<file path="src/rtl/elevator_pkg.sv">
// rtl/elevator_pkg.sv - shared state encodings and default sizing for the elevator car
package elevator_pkg;

  localparam int DEF_NUM_FLOORS = 8;
  localparam int DEF_FLOOR_W    = 3;

  typedef enum logic [1:0] {
    ST_IDLE   = 2'd0,
    ST_MOVING = 2'd1,
    ST_DOOR   = 2'd2
  } state_t;

endpackage

</file>
<file path="src/rtl/elevator_car_controller_if.sv">
// rtl/elevator_car_controller_if.sv - call/floor interface between car controller and direction/floor-check logic
interface elevator_car_controller_if #(
  parameter int NUM_FLOORS = elevator_pkg::DEF_NUM_FLOORS,
  parameter int FLOOR_W    = elevator_pkg::DEF_FLOOR_W
) ();

  logic [NUM_FLOORS-1:0] call_req;
  logic                  go_up;
  logic                  open;
  logic [NUM_FLOORS-1:0] floors_called;
  logic [FLOOR_W-1:0]    current_floor;
  logic                  door_open;
  logic                  moving;
  logic                  dir_up;

  // Car controller side: owns the pending calls and the car position.
  modport master (
    input  call_req,
    input  go_up,
    input  open,
    output floors_called,
    output current_floor,
    output door_open,
    output moving,
    output dir_up
  );

  // Direction / floor-check side.
  modport slave (
    output call_req,
    output go_up,
    output open,
    input  floors_called,
    input  current_floor,
    input  door_open,
    input  moving,
    input  dir_up
  );

endinterface

</file>
<file path="src/rtl/decoder8.sv">
// rtl/decoder8.sv - 3-to-8 one-hot decoder
module decoder8 (
  input  logic [2:0] sel,
  output logic [7:0] onehot
);

  // One bit set at the selected position.
  always_comb begin
    onehot = 8'b0000_0001 << sel;
  end

endmodule

</file>
<file path="src/rtl/elev_countdown.sv">
// rtl/elev_countdown.sv - loadable saturating down-counter with zero flag
module elev_countdown #(
  parameter int WIDTH = 4
) (
  input  logic             clk,
  input  logic             reset,
  input  logic             load,
  input  logic [WIDTH-1:0] load_val,
  input  logic             en,
  output logic             zero
);

  logic [WIDTH-1:0] value_q;
  logic [WIDTH-1:0] value_d;

  // Load wins over decrement; the count holds at zero rather than wrapping.
  always_comb begin
    value_d = value_q;
    if (load) begin
      value_d = load_val;
    end else if (en && (value_q != '0)) begin
      value_d = value_q - WIDTH'(1);
    end
  end

  // Counter register.
  always_ff @(posedge clk) begin
    if (reset) begin
      value_q <= '0;
    end else begin
      value_q <= value_d;
    end
  end

  assign zero = (value_q == '0);

endmodule

</file>
<file path="src/rtl/elevator_car_controller.sv">
// rtl/elevator_car_controller.sv - car-side call latch, floor register and IDLE/MOVING/DOOR_OPEN sequencer
module elevator_car_controller
  import elevator_pkg::*;
#(
  parameter int NUM_FLOORS    = DEF_NUM_FLOORS,
  parameter int FLOOR_W       = DEF_FLOOR_W,
  parameter int TRAVEL_CYCLES = 16,
  parameter int DOOR_CYCLES   = 32
) (
  input  logic                      clk,
  input  logic                      reset,
  elevator_car_controller_if.master bus
);

  localparam int TRAVEL_W = $clog2(TRAVEL_CYCLES + 1);
  localparam int DOOR_W   = $clog2(DOOR_CYCLES + 1);

  localparam logic [TRAVEL_W-1:0] TRAVEL_LOAD = TRAVEL_W'(TRAVEL_CYCLES - 1);
  localparam logic [DOOR_W-1:0]   DOOR_LOAD   = DOOR_W'(DOOR_CYCLES - 1);
  localparam logic [FLOOR_W-1:0]  TOP_FLOOR   = FLOOR_W'(NUM_FLOORS - 1);

  state_t                state_q;
  state_t                state_d;
  logic [NUM_FLOORS-1:0] floors_called_q;
  logic [NUM_FLOORS-1:0] floors_called_d;
  logic [FLOOR_W-1:0]    current_floor_q;
  logic [FLOOR_W-1:0]    current_floor_d;
  logic                  dir_up_q;
  logic                  dir_up_d;

  logic [NUM_FLOORS-1:0] here_mask;
  logic [NUM_FLOORS-1:0] clr;
  logic                  call_here;
  logic                  travel_load;
  logic                  travel_zero;
  logic                  door_load;
  logic                  door_zero;

  // One-hot mask of the floor the car is standing at.
  generate
    if (NUM_FLOORS == 8) begin : g_dec8
      decoder8 u_floor_dec (
        .sel    (current_floor_q),
        .onehot (here_mask)
      );
    end else begin : g_dec_generic
      assign here_mask = NUM_FLOORS'(1) << current_floor_q;
    end
  endgenerate

  assign call_here = bus.call_req[current_floor_q];

  elev_countdown #(
    .WIDTH (TRAVEL_W)
  ) u_travel_timer (
    .clk      (clk),
    .reset    (reset),
    .load     (travel_load),
    .load_val (TRAVEL_LOAD),
    .en       (state_q == ST_MOVING),
    .zero     (travel_zero)
  );

  elev_countdown #(
    .WIDTH (DOOR_W)
  ) u_door_timer (
    .clk      (clk),
    .reset    (reset),
    .load     (door_load),
    .load_val (DOOR_LOAD),
    .en       (state_q == ST_DOOR),
    .zero     (door_zero)
  );

  // Next-state, floor stepping, timer loads and the call-clear mask.
  always_comb begin
    state_d         = state_q;
    current_floor_d = current_floor_q;
    dir_up_d        = dir_up_q;
    travel_load     = 1'b0;
    door_load       = 1'b0;
    clr             = '0;

    case (state_q)
      ST_IDLE: begin
        if (floors_called_q != '0) begin
          // A call at this floor is served before any travel decision.
          if (bus.open) begin
            state_d   = ST_DOOR;
            door_load = 1'b1;
            clr       = here_mask;
          end else begin
            state_d     = ST_MOVING;
            dir_up_d    = bus.go_up;
            travel_load = 1'b1;
          end
        end
      end

      ST_MOVING: begin
        if (travel_zero) begin
          state_d = ST_IDLE;
          // At the shaft ends the car stays put instead of wrapping around.
          if (dir_up_q && (current_floor_q != TOP_FLOOR)) begin
            current_floor_d = current_floor_q + FLOOR_W'(1);
          end else if (!dir_up_q && (current_floor_q != '0)) begin
            current_floor_d = current_floor_q - FLOOR_W'(1);
          end
        end
      end

      ST_DOOR: begin
        // Presses for this floor reopen the door instead of being latched.
        clr = here_mask;
        if (call_here) begin
          door_load = 1'b1;
        end else if (door_zero) begin
          state_d = ST_IDLE;
        end
      end

      default: begin
        state_d = ST_IDLE;
      end
    endcase

    floors_called_d = (floors_called_q | bus.call_req) & ~clr;
  end

  // State, pending calls, position and direction registers.
  always_ff @(posedge clk) begin
    if (reset) begin
      state_q         <= ST_IDLE;
      floors_called_q <= '0;
      current_floor_q <= '0;
      dir_up_q        <= 1'b0;
    end else begin
      state_q         <= state_d;
      floors_called_q <= floors_called_d;
      current_floor_q <= current_floor_d;
      dir_up_q        <= dir_up_d;
    end
  end

  assign bus.floors_called = floors_called_q;
  assign bus.current_floor = current_floor_q;
  assign bus.door_open     = (state_q == ST_DOOR);
  assign bus.moving        = (state_q == ST_MOVING);
  assign bus.dir_up        = dir_up_q;

endmodule
</file>
<file path="src/flat_wrapper.sv">
// flat-port wrapper written by rule: the top's interface ports become plain ports
module elevator_car_controller_flat import elevator_pkg::*;
#(
  parameter int NUM_FLOORS    = DEF_NUM_FLOORS,
  parameter int FLOOR_W       = DEF_FLOOR_W,
  parameter int TRAVEL_CYCLES = 16,
  parameter int DOOR_CYCLES   = 32
)
  (clk, reset, bus_call_req, bus_go_up, bus_open, bus_floors_called, bus_current_floor, bus_door_open, bus_moving, bus_dir_up);
  elevator_car_controller_if #(.NUM_FLOORS(NUM_FLOORS), .FLOOR_W(FLOOR_W)) bus_i ();
  input  logic clk;
  input  logic reset;
  input wire logic [$bits(bus_i.call_req)-1:0] bus_call_req;
  input wire logic [$bits(bus_i.go_up)-1:0] bus_go_up;
  input wire logic [$bits(bus_i.open)-1:0] bus_open;
  output wire logic [$bits(bus_i.floors_called)-1:0] bus_floors_called;
  output wire logic [$bits(bus_i.current_floor)-1:0] bus_current_floor;
  output wire logic [$bits(bus_i.door_open)-1:0] bus_door_open;
  output wire logic [$bits(bus_i.moving)-1:0] bus_moving;
  output wire logic [$bits(bus_i.dir_up)-1:0] bus_dir_up;
  assign bus_i.call_req = bus_call_req;
  assign bus_i.go_up = bus_go_up;
  assign bus_i.open = bus_open;
  assign bus_floors_called = bus_i.floors_called;
  assign bus_current_floor = bus_i.current_floor;
  assign bus_door_open = bus_i.door_open;
  assign bus_moving = bus_i.moving;
  assign bus_dir_up = bus_i.dir_up;
  elevator_car_controller #(.NUM_FLOORS(NUM_FLOORS), .FLOOR_W(FLOOR_W), .TRAVEL_CYCLES(TRAVEL_CYCLES), .DOOR_CYCLES(DOOR_CYCLES)) u_core (.clk(clk), .reset(reset), .bus(bus_i));
endmodule
</file>
<file path="config.mk">
export PLATFORM = sky130hd
export DESIGN_NAME = elevator_car_controller_flat
export DESIGN_NICKNAME = d
export VERILOG_FILES = /design/src/rtl/elevator_pkg.sv /design/src/rtl/elevator_car_controller_if.sv /design/src/rtl/decoder8.sv /design/src/rtl/elev_countdown.sv /design/src/rtl/elevator_car_controller.sv /design/src/flat_wrapper.sv
export SDC_FILE = /design/constraint.sdc
export NUM_CORES = 1
export LEC_CHECK = 0
export ABC_AREA = 1
export BUFFER_PORTS_ARGS = -buffer_cell sky130_fd_sc_hd__buf_4
export CAP_MARGIN = 5
export CORE_ASPECT_RATIO = 1.25
export CORE_UTILIZATION = 54
export CTS_BUF_LIST = sky130_fd_sc_hd__clkbuf_16
export DETAILED_ROUTE_END_ITERATION = 12
export PLACE_DENSITY = 0.83
export REMOVE_ABC_BUFFERS = 1
export SLEW_MARGIN = 20
export SYNTH_ARGS = -nofsm -noshare
export SYNTH_HDL_FRONTEND = slang
export SYNTH_SLANG_ARGS = --single-unit
export TNS_END_PERCENT = 5
</file>
<file path="constraint.sdc">
create_clock -name clk -period 2.1 [get_ports clk]
set_clock_uncertainty 0.1 [all_clocks]
set_input_delay 0.21 -clock clk [delete_from_list [all_inputs] [get_ports clk]]
set_output_delay 0.21 -clock clk [all_outputs]
set_load 0.1 [all_outputs]
</file>
==> run metrics <==
register area share after synthesis=approximately 37%; PD cells=roughly 960 mW/mm2; Hold Path Class=in -> reg; M3 GR Usage=~3.1%; drt total wl=around 3 mm; die height=approximately 58 um; critical path type=reg -> reg; Residual DRC=0; Die W=~47 um; Initial Util=59.3%; DR iter-0 viols=42; Placer Congestion=~0.89; CTS tree=built; post-cts sizing count=0; Worst slew margin=62.7%; DR vias=around 1.3k; reg2reg path depth=9; GR Util met1=between 30% and 40%; max incr delay on CP=0.42 ns; Max Cap Violations=0; first-pass GRT wire length=slightly above 5 mm; EDFF count, synth=0; grt peak-use layer=met2; total power=1550 uW; Async S/R FF share, synth=0%; ANT nets after route=0; Data required, critical path=~2.1 ns; final total negative setup slack=0 ns; Least-Margin Pin Slew=between 0.5 and 0.6 ns; dpl cell area=approximately 0.0015 mm2; Final Hold Viols=0; Min Clock Period, post-route=~1.8 ns; mapped cell area=0.00134 mm2; post-layout util=a little under three quarters; via count of the first global-routing pass=1,195; Netlist cell types=27; clk sinks=25; Num CTS Buffers=3; Clock Tree Buf Depth=2; H-tree depth=1; Cells after Synth=189; CTS clock-pin slew for the worst setup and hold paths=about 0.06 ns; Worst Path Max Fanout=9; Cell Chain, Critical Path=nand2_1 -> inv_1 -> nand2_1 -> nand2_2 -> fa_1 -> xnor2_1 -> nor2_1 -> o21ai_1 -> nor2_1; Total GRT Usage=between 20 and 30%; YS warnings=0; CP endpoint=u_core.bus.current_floor[2]; ratio of cells with drive above 1 in the final layout=20.0%; final setup fails=0; initial antenna violation count=0; post-DP HPWL=2.30 mm; # diodes=0; Slew Limit Fails=0; Final period util=between 80 and 90%; Die ar.=0.00268 mm2; design area=around 0.0016 mm2; FILL cells=200; core footprint=0.00226 mm2; maximum VDD drop=0.000708 V; Area Overhead vs Synth=21.1%; Pre-Repair DR Iteration Count=4; Static Leak=0.000798 uW; top-level I/O count=26; met2 usage=between 40 and 50%; Hold Buf Count CTS=0; slowest cell on the critical path=dfxtp_1; R2R Setup Slk=0.29 ns; flops & latches, synth=25; Final nets=233; syn avg cell area=between 7 and 8 um2; wire length per cell=between 10 and 15 um; largest net degree at the start of global routing=21; Port Buffers=25; CP startpoint kind=flop; Worst R2R End=u_core.bus.current_floor[2]; Setup crit start=u_core.bus.current_floor[0]; Crit. End Element=flop; Via density=between 5 and 6; Overflow after GRT=0; FF-to-FF Start=u_core.bus.current_floor[0]; FP Rows=19; RSZ-0062 raised after global routing=false; Post-CTS Setup Inserts=0; worst skew pair latency=roughly 0.25 ns; root buffer cell=clkbuf_16; Primary FF master, synth=dfxtp_1; arrival time at the worst endpoint=1.86 ns; highest clock rate=approximately 550 MHz; status=complete, no violations
## routing by layer
metal | wire length, um | vias to the layer above
met3 | 128 | 2
li1 | - | 663
met4 | 16 | 0
met5 | 0 | -
met2 | 1600 | 34
met1 | 1320 | 621
## metrics by stage
stage | std cells | setup WS (ns) | hold slack [ns]
5_1_grt | 246 | 0.123 | 0.0707
6_report | 246 | 0.288 | 0.0649
2_1_floorplan | 186 | -0.235 | 0.179
3_3_place_gp | 242 | 0.419 | 0.331
3_5_place_dp | 242 | 0.296 | 0.331
4_1_cts | 246 | 0.280 | 0.0654
## worst max-delay path, delay by kind of cell, from the launching register on
kind,cells,cell delay [ns]
simple gates,5,0.40
xor+xnor,1,0.22
fa+ha+maj,1,0.39
flops,1,0.42
buf+inv,1,0.05
compound gates,1,0.12
## cell type report
type | instances | area [um2] | share of cell area [%]
timing repair buffer | 25 | 188 | 11.6
tap | 31 | 38.8 | 2.39
inverter | 28 | 105 | 6.48
sequential | 25 | 500 | 30.9
multi-input combinational | 133 | 711 | 43.8
clock inverter | 1 | 3.75 | 0.231
clock buffer | 3 | 75.1 | 4.63
## cell usage after synthesis (all sizes together) (2+ instances only)
library cell | instances | area share, %
dfxtp | 25 | 37
xor2 | 3 | 2.0
nand3 | 12 | 4.9
a21oi | 8 | 3.0
nor2 | 25 | 9.2
a31oi | 7 | 3.3
nand4 | 3 | 1.4
o21ai | 23 | 8.9
nor3 | 3 | 1.1
inv | 28 | 7.9
buf | 2 | 1.4
nand2 | 41 | 12
ha | 4 | 3.7
## worst min path at each step
| stage | from | endpoint | slack (ns) | depth (start not counted) |
|---|---|---|---|---|
| after global placement | reset | u_core.u_travel_timer.value_q[3] | 0.33 | 2 |
| final | reset | u_core.u_door_timer.value_q[4] | 0.06 | 2 |
| after detailed placement | reset | u_core.u_door_timer.value_q[4] | 0.33 | 2 |
| after global routing | reset | u_core.u_travel_timer.value_q[3] | 0.07 | 2 |
| after CTS | reset | u_core.u_door_timer.value_q[4] | 0.07 | 2 |
| after floorplan | reset | u_core.state_q[0] | 0.18 | 1 |
## kinds of logic after synthesis
kind of cell    count (synthesis)  share of synthesized area, %
simple gates                   85                          29.5
compound gates                 39                          15.7
buf+inv                        31                          9.53
flops                          25                          37.4
fa+ha+maj                       5                          5.23
xor+xnor                        4                          2.62
## layout by cell type (no fill, tap or decap), types with 2 or more instances in the layout
| cell | n |
|---|---|
| a21oi_1 | 8 |
| a31oi_1 | 7 |
| buf_4 | 25 |
| clkbuf_16 | 3 |
| dfxtp_1 | 25 |
| ha_1 | 4 |
| inv_1 | 25 |
| inv_2 | 4 |
| nand2_1 | 36 |
| nand2_2 | 5 |
| nand3_1 | 11 |
| nand4_1 | 3 |
| nor2_1 | 21 |
| nor2_2 | 2 |
| nor3_1 | 3 |
| o21ai_0 | 18 |
| o21ai_1 | 4 |
| xor2_1 | 3 |
## state kept, by name (all words and copies together), names as in the netlist
signal                         flops
u_core.u_travel_timer.value_q      5
u_core.u_door_timer.value_q        6
u_core.bus.floors_called           8
u_core.state_q                     2
u_core.bus.dir_up                  1
u_core.bus.current_floor           3
## power breakdown
part / internal (uW) / switching, uW
registers: 536 / 56.7
logic: 154 / 398
clock network: 254 / 151
Power figures use the tool's default switching activity.
